$ cat config.mk
export PLATFORM = sky130hd
export DESIGN_NAME = burst_line_adaptor
export DESIGN_NICKNAME = d
export VERILOG_FILES = /design/src/rtl/burst_line_adaptor_pkg.sv /design/src/rtl/burst_line_adaptor_line_beat_counter.sv /design/src/rtl/burst_line_adaptor.sv
export SDC_FILE = /design/constraint.sdc
export NUM_CORES = 1
export LEC_CHECK = 0
export ABC_AREA = 1
export CORE_AREA = 4 4 301 303
export DETAILED_ROUTE_END_ITERATION = 12
export DIE_AREA = 0 0 305 307
export GPL_TIMING_DRIVEN = 0
export PLACE_DENSITY = 0.49
export REMOVE_ABC_BUFFERS = 1
export SLEW_MARGIN = 5
export SYNTH_ARGS = -nofsm -noshare
export SYNTH_HDL_FRONTEND = slang
export SYNTH_SLANG_ARGS = --single-unit
$ cat constraint.sdc
create_clock -name clk -period 2.37 [get_ports clk]
set_input_delay 0.711 -clock clk [delete_from_list [all_inputs] [get_ports clk]]
set_output_delay 0.711 -clock clk [all_outputs]
set_load 0.03 [all_outputs]
$ cat src/rtl/burst_line_adaptor_pkg.sv
// Shared types for the line-to-burst adaptor.
package burst_line_adaptor_pkg;
    typedef enum logic [1:0] {IDLE, WRITE, READ, RESP} state_t;
endpackage

$ cat src/rtl/burst_line_adaptor_line_beat_counter.sv
// Beat counter with load/enable and a rotated slot index (start+cnt) mod BEATS.
module line_beat_counter #(
    parameter int BEATS = 4,
    parameter int CNT_W = $clog2(BEATS)
) (
    input  logic             clk,
    input  logic             rst,
    input  logic             load,
    input  logic [CNT_W-1:0] load_val,
    input  logic             en,
    input  logic [CNT_W-1:0] start,
    output logic [CNT_W-1:0] cnt,
    output logic [CNT_W-1:0] idx,
    output logic             at_last
);
    logic [CNT_W:0] sum;

    assign at_last = (cnt == CNT_W'(BEATS - 1));

    // One conditional subtract is enough: both operands are below BEATS.
    always_comb begin
        sum = {1'b0, start} + {1'b0, cnt};
        if (sum >= (CNT_W+1)'(BEATS))
            sum = sum - (CNT_W+1)'(BEATS);
    end

    assign idx = sum[CNT_W-1:0];

    always_ff @(posedge clk) begin
        if (rst)
            cnt <= '0;
        else if (load)
            cnt <= load_val;
        else if (en)
            cnt <= at_last ? '0 : cnt + 1'b1;
    end
endmodule

$ cat src/rtl/burst_line_adaptor.sv
// Line-to-burst adaptor: splits write lines into beats, assembles read beats into a line.
// Define BURST_LINE_ADAPTOR_CWF_EN for critical-word-first read ordering.
module burst_line_adaptor
    import burst_line_adaptor_pkg::*;
#(
    parameter int LINE_W  = 256,
    parameter int BURST_W = 64,
    parameter int ADDR_W  = 32
) (
    input  logic              clk,
    input  logic              rst,
    input  logic              abort,
    input  logic [ADDR_W-1:0] cla_addr,
    input  logic              cla_read,
    input  logic              cla_write,
    input  logic [LINE_W-1:0] cla_wdata,
    output logic [LINE_W-1:0] cla_rdata,
    output logic              cla_resp,
    output logic [ADDR_W-1:0] cla_raddr,
    input  logic              bmem_ready,
    input  logic [ADDR_W-1:0] bmem_raddr,
    input  logic [BURST_W-1:0] bmem_rdata,
    input  logic              bmem_rvalid,
    output logic [ADDR_W-1:0] bmem_addr,
    output logic              bmem_read,
    output logic              bmem_write,
    output logic [BURST_W-1:0] bmem_wdata
);
    localparam int BEATS    = LINE_W / BURST_W;
    localparam int CNT_W    = $clog2(BEATS);
    localparam int LINE_OFF = $clog2(LINE_W / 8);
    localparam logic [ADDR_W-1:0] LINE_MASK = ~((ADDR_W'(1) << LINE_OFF) - ADDR_W'(1));

    state_t                          state;
    logic                            drop;
    logic [CNT_W-1:0]                start_q, req_start, cnt, idx;
    logic                            at_last, accept, cnt_en;
    logic [ADDR_W-1:0]               line_addr, rd_addr;
    logic [BEATS-1:0][BURST_W-1:0]   line_q, wbeats;

    assign line_addr = cla_addr & LINE_MASK;
    assign wbeats    = cla_wdata;
    assign cla_rdata = line_q;

`ifdef BURST_LINE_ADAPTOR_CWF_EN
    localparam int BEAT_OFF = $clog2(BURST_W / 8);
    localparam logic [ADDR_W-1:0] BEAT_MASK = ~((ADDR_W'(1) << BEAT_OFF) - ADDR_W'(1));
    // Memory returns the addressed beat first; it lands in its natural slot.
    assign rd_addr   = cla_addr & BEAT_MASK;
    assign req_start = CNT_W'(cla_addr[LINE_OFF-1:BEAT_OFF]);
`else
    assign rd_addr   = line_addr;
    assign req_start = '0;
`endif

    assign accept = (state == IDLE) && (cla_read || cla_write) && bmem_ready && !abort;
    assign cnt_en = ((state == WRITE) && bmem_ready) || ((state == READ) && bmem_rvalid);

    line_beat_counter #(.BEATS(BEATS), .CNT_W(CNT_W)) u_cnt (
        .clk      (clk),
        .rst      (rst),
        .load     (accept),
        .load_val (cla_read ? '0 : CNT_W'(1)),
        .en       (cnt_en),
        .start    (start_q),
        .cnt      (cnt),
        .idx      (idx),
        .at_last  (at_last)
    );

    // Command side is combinational so the first beat goes out in the accept cycle.
    always_comb begin
        bmem_read  = 1'b0;
        bmem_write = 1'b0;
        bmem_addr  = '0;
        bmem_wdata = '0;
        case (state)
            IDLE: if (accept) begin
                if (cla_read) begin
                    bmem_read = 1'b1;
                    bmem_addr = rd_addr;
                end else begin
                    bmem_write = 1'b1;
                    bmem_addr  = line_addr;
                    bmem_wdata = wbeats[0];
                end
            end
            WRITE: begin
                bmem_write = 1'b1;
                bmem_addr  = line_addr;
                bmem_wdata = wbeats[cnt];
            end
            default: ;
        endcase
    end

    always_ff @(posedge clk) begin
        if (rst) begin
            state     <= IDLE;
            drop      <= 1'b0;
            cla_resp  <= 1'b0;
            cla_raddr <= '0;
            line_q    <= '0;
            start_q   <= '0;
        end else begin
            cla_resp <= 1'b0;
            case (state)
                IDLE: if (accept) begin
                    start_q <= cla_read ? req_start : '0;
                    if (cla_read) begin
                        state <= READ;
                    end else begin
                        state     <= WRITE;
                        cla_raddr <= '0;
                    end
                end
                WRITE: if (bmem_ready && at_last) begin
                    state    <= RESP;
                    cla_resp <= 1'b1;
                end
                READ: begin
                    if (abort)
                        drop <= 1'b1;
                    if (bmem_rvalid) begin
                        line_q[idx] <= bmem_rdata;
                        if (cnt == '0)
                            cla_raddr <= bmem_raddr;
                        if (at_last) begin
                            state    <= RESP;
                            cla_resp <= !(drop || abort);
                        end
                    end
                end
                RESP: begin
                    state <= IDLE;
                    drop  <= 1'b0;
                end
                default: state <= IDLE;
            endcase
        end
    end
endmodule

* Word-level counts from Yosys, hierarchy flattened
Cells that the tools add are included.
** Word-level totals
- Bits in registers :: 294
- Latch bits :: 0
- RAM bits :: 0
- Bits in read-only memories :: 0
- Word-level logic and storage cells :: 85
- Memories :: 0
** Cells by class
- Add/subtract/negate cells :: 2
- Multiply operators :: 0
- Divide/modulo/power cells :: 0
- Magnitude comparators :: 4
- Equal/unequal tests :: 11
- Shift-type cells :: 0
- Multiplexer cells :: 38
- Bitwise operators :: 0
- Reductions and logical operators :: 21
** Operators by type and width (count)
- $bwmux W256 :: 1
- $mux W64 :: 4
- $mux W32 :: 5
- $bmux W64 S2 :: 1
- $demux W64 S2 :: 1
- $pmux W32 S2 :: 2
- $pmux W64 S2 :: 1
- $mux W2 :: 9
- $mux W1 :: 10
- $ne A2 B2 Y1 const B :: 5
- $pmux W2 S4 :: 1
- $logic_and A1 B1 Y1 :: 7
- $eq A2 B2 Y1 const B :: 3
- $lt A2 B3 Y1 const B :: 2
- $pmux W1 S2 :: 3
- $reduce_bool A2 Y1 :: 3
- $reduce_and A5 Y1 :: 1
- $logic_not A2 Y1 :: 2
- $ne A2 B1 Y1 const B :: 2
- $reduce_and A2 Y1 :: 2
- $reduce_and A4 Y1 :: 1
- $ge A2 B3 Y1 const B :: 1
- $logic_or A1 B1 Y1 :: 3
- $add A2 B1 Y2 const B :: 1
- other kinds (4) :: 5

* Depth between registers and ports, before layout
- Depth after elaboration :: 7
- Gate-level depth with buffers :: 11
- Gate-level depth less buffers :: 9

* Modules after synthesis
From an unflattened synthesis, not the netlist that was laid out.
** Unflattened totals
- Cells, all modules :: 2172
- Area total of the unflattened synthesis :: 13845.8 um2
** Modules (own cells, without submodules)
- burst_line_adaptor :: instances 1, cells each 2143, area an instance 13676.9 um2
- line_beat_counter :: instances 1, cells each 29, area an instance 168.9 um2

* Least setup slack after synthesis
No wires, ideal clock.
- Path kind :: input port to output port
- From :: input abort
- To :: output bmem_wdata[31]
- Arrival time :: 2134 ps
- Setup slack :: -475 ps
- Stages :: 7
- Buffers on the path :: 2
- Cells stage by stage :: inv_1 -> nand3_1 -> nor2_2 -> nand2_1 -> buf_2 -> clkbuf_1 -> o21ai_0
** On the way
- Word-level cells in the longest chain between the ends :: 4
** RTL lines
- start: declaration :: line burst_line_adaptor.sv:12 : input logic abort,
- $logic_not A1 Y1 :: line burst_line_adaptor.sv:56 : assign accept = (state == IDLE) && (cla_read || cla_write) && bmem_ready && !abort;
- $logic_and A1 B1 Y1 :: line burst_line_adaptor.sv:56
- $mux W64 :: line burst_line_adaptor.sv:78 : IDLE: if (accept) begin
- $pmux W64 S2 :: line burst_line_adaptor.sv:77 : case (state)
- end: declaration :: line burst_line_adaptor.sv:27 : output logic [BURST_W-1:0] bmem_wdata
Every way passes these cells.

* Final worst setup path
- From :: register state[1]
- To :: output bmem_wdata[37]
** On the way
- Word-level cells in the longest chain between the ends :: 6
- Elaborated cells on any way between the ends :: 7
- Classes of those cells :: eq/ne: 1; mux: 2; reduce/logical: 4
** RTL lines
- start: declaration :: line burst_line_adaptor.sv:34 : state_t state;
- start signal: assignment :: line burst_line_adaptor.sv:99 : state <= IDLE;
- start signal: assignment :: line burst_line_adaptor.sv:111 : state <= READ;
- start signal: assignment :: line burst_line_adaptor.sv:113 : state <= WRITE;
- $logic_not A2 Y1 :: line burst_line_adaptor.sv:56, burst_line_adaptor.sv:77
- $logic_and A1 B1 Y1 (3 in a row) :: line burst_line_adaptor.sv:56
- $mux W64 :: line burst_line_adaptor.sv:78
- $pmux W64 S2 (*) :: line burst_line_adaptor.sv:77
Every way passes the cells marked *; elsewhere a longest branch is shown, timed or not.

==> impl_results.md <==
- Final Non-Filler Cells: 4070
- Remaining Overflow, GRT: 0
- # setup viols final: 93
- CP max-delay cell: dfxtp_4
- Fmax: 354.4 MHz
- Setup TNS: -35.93 ns
- Slowest cell delay on critical path: 0.36 ns
- Post-Syn Instances: 2117
- Worst VDD drop: 0.5061 mV
- DR vias: 18180
- Slew Viols, Final: 0
- Port buffer count: 767
- Syn. warnings: 0
- Post-route ant nets: 0
- Clock-pin slew on the worst setup and hold paths: 0.06 ns
- Vias in the first global route: 17490
- DR WL/cell: 27.00 um
- Final Hold Viols: 0
- Tmin final: 2.822 ns
- Die area: 0.09364 sq mm
- HP Class: register to register
- Initial antenna violation count: 37
- Pin count of the biggest net entering global routing: 102
- Seq/Total Area, Yosys: 0.4208
- Area growth syn-to-layout: 92.53%
- Max Buffers Root-to-Sink: 3
- Post-DP HPWL: 70880 um
- Die X: 305 um
- 1st-iter DRT viols: 1182
- CTS root buffer: clkbuf_16
- Worst path arrival time: 2.11 ns
- Hold buffers post-CTS: 0
- Post-route cell area: 0.02693 sq mm
- Final Cycle Share: 1.191
- Setup ws final: -0.4519 ns
- Outcome: finished with violations
- IO Count: 778
- Worst-skew pair later-pin latency: 0.55 ns
- Crit Path Class: register to output pin
- Crit path launch type: register
- Layout cells sized above 1: 0.1401
- Leak: 11.02 nW
- EDFF count, synth: 0
- Clock skew: 0.02228 ns
- Worst path cell trace: inv_4 -> ha_4 -> nand3_2 -> nor2_4 -> buf_6 -> buf_12 -> nand2_8 -> o21ai_2 -> buf_6
- Worst Hold Margin: 0.4544 ns
- CP dominant cell by count: buf_6
- Max cap viols: 0
- Post-DR vias/cell: 4.466
- FF+latch count, synth: 294
- Worst Tran Pin Value: 0.8119 ns
- First-pass GRT wire length: 146600 um
- PD cells: 847.9 mW/mm^2
- H-tree levels: 2
- Slew HR: 0.4587
- Yosys cell types: 24
- CP Capture Type: output pin
- Mean Syn Cell Area: 6.608 sq um
- Placed cell count: 3890
- Row count: 109
- CTS sink cnt: 294
- Core ar.: 0.08797 sq mm
- Mapped Area: 0.01399 sq mm
- Initial Util: 0.1590
- Synth Flop Type: dfxtp_1
- Worst EP required: 1.66 ns
- Post-synth ARST share: 0
- Die Height: 307 um
- CTS tree: built
- Failing checks: setup timing
- Global Route Usage Sum: 0.2173
- Layout net count: 3262
- TritonRoute pass-1 iters: 5
- RSZ-0062 raised after global routing: yes
- DRC: 0
- Area of placed instances: 0.02299 sq mm
- Routed Wire Length: 109900 um
- TritonCTS Buffers: 39
- Crit-path max FO: 8
- Routability Congestion: 0.9136
worst max-delay path: cells and delay by family, from the launching register on:
kind / cells / cell delay, ns
buffers and inverters: 4 / 0.50
AO/OA/AOI/OAI: 1 / 0.17
adder cells (fa/ha/maj): 1 / 0.14
AND/OR/NAND/NOR: 3 / 0.39
flip-flops: 1 / 0.36
layer usage:
metal  global-route usage  vias to the layer above  routed length [um]
li1                     -                     8448                   -
met1               0.2515                     8701               42230
met2               0.3824                      849               54130
met3              0.06233                      165                8915
met4              0.07777                       12                4508
met5                    0                        -                  86
kinds of logic (layout without fill, tap and decap cells):
logic type	count (synthesis)	in the layout	synth area share
and+or+nand+nor	873	885	0.2588
AOI/OAI and AO/OA	585	586	0.2105
other	1	20	0.0002681
buffers and inverters	356	1112	0.1026
adders and majority gates	8	8	0.007156
DFF	294	294	0.4208
what timing repair did:
action,CTS,global route
gates cloned,33,9
gates resized for setup,943,142
buffers inserted,46,10
endpoints found under the setup margin,407,303
pin swaps,19,14
where the power goes:
part / switching (mW) / internal, mW
combinational: 7.06 / 4.44
sequential: 0.176 / 5.27
clock: 2.42 / 3.47
through the flow:
stage / util / total power [mW] / worst slack, ns
detailed placement: 0.2613 / 14.04 / -2.228
finish: 0.3062 / 22.84 / -0.4519
global route: 0.3061 / 23.78 / -0.5128
floorplan: - / 9.712 / -3.750
CTS: 0.2962 / 22.27 / -0.4579
global placement: 0.2541 / 13.59 / -12.50
state kept, by name, indices dropped and copies added (netlist names):
name,flops
cla_raddr,32
state,2
cla_resp,1
u_cnt.cnt,2
drop,1
cla_rdata,256
placed cells by master, fill, tap and decap left out, types with 29 or more instances in the layout:
master	count
buf_4	37
dlygate4sd2_1	30
nand2_1	371
nand3_1	193
o21ai_1	29
clkbuf_16	46
dfxtp_1	290
inv_1	163
clkdlybuf4s50_1	595
o21ai_4	31
a21oi_1	250
nor2_1	241
buf_6	94
o21ai_2	34
o21ai_0	229
dlymetal6s2s_1	46
cell usage after synthesis, types with 2 or more instances:
master	instances	area [sq um]
dfxtp_1	294	5886
nand3_1	194	970.9
buf_4	7	52.55
nand2_1	375	1408
inv_1	169	634.4
buf_2	58	290.3
o21ai_1	18	90.09
nor2_1	268	1006
a21oi_1	259	1296
ha_1	8	100.1
nand2_2	4	25.02
buf_1	12	45.04
clkinv_1	2	7.510
a211oi_1	2	15.01
inv_2	2	7.510
nand4_1	28	175.2
clkbuf_1	106	397.9
o21ai_0	305	1526
final timing paths:
| path | start | endpoint | slack [ns] | cells after the start |
|---|---|---|---|---|
| max | state[1]$_SDFFE_PP0P_ | bmem_wdata[37] | -0.45 | 9 |
| max reg2reg | state[0]$_SDFFE_PP0P_ | cla_rdata[182]$_SDFFE_PP0P_ | 0.11 | 14 |
| min reg2reg | cla_rdata[102]$_SDFFE_PP0P_ | cla_rdata[102]$_SDFFE_PP0P_ | 0.45 | 2 |
| min | cla_rdata[102]$_SDFFE_PP0P_ | cla_rdata[102]$_SDFFE_PP0P_ | 0.45 | 2 |
layout make-up:
class	instances	area, sq um
flip-flops and latches	294	5901
multi-input cells	1484	7799
repair buffers	867	9744
clock buffers	59	1151
diodes	15	37.54
inverters	173	699.4
fillers	9434	61030
repair inverters	4	47.55
well taps	1165	1458
clock inverters	9	95.09
(Power assumes the default switching activity.)
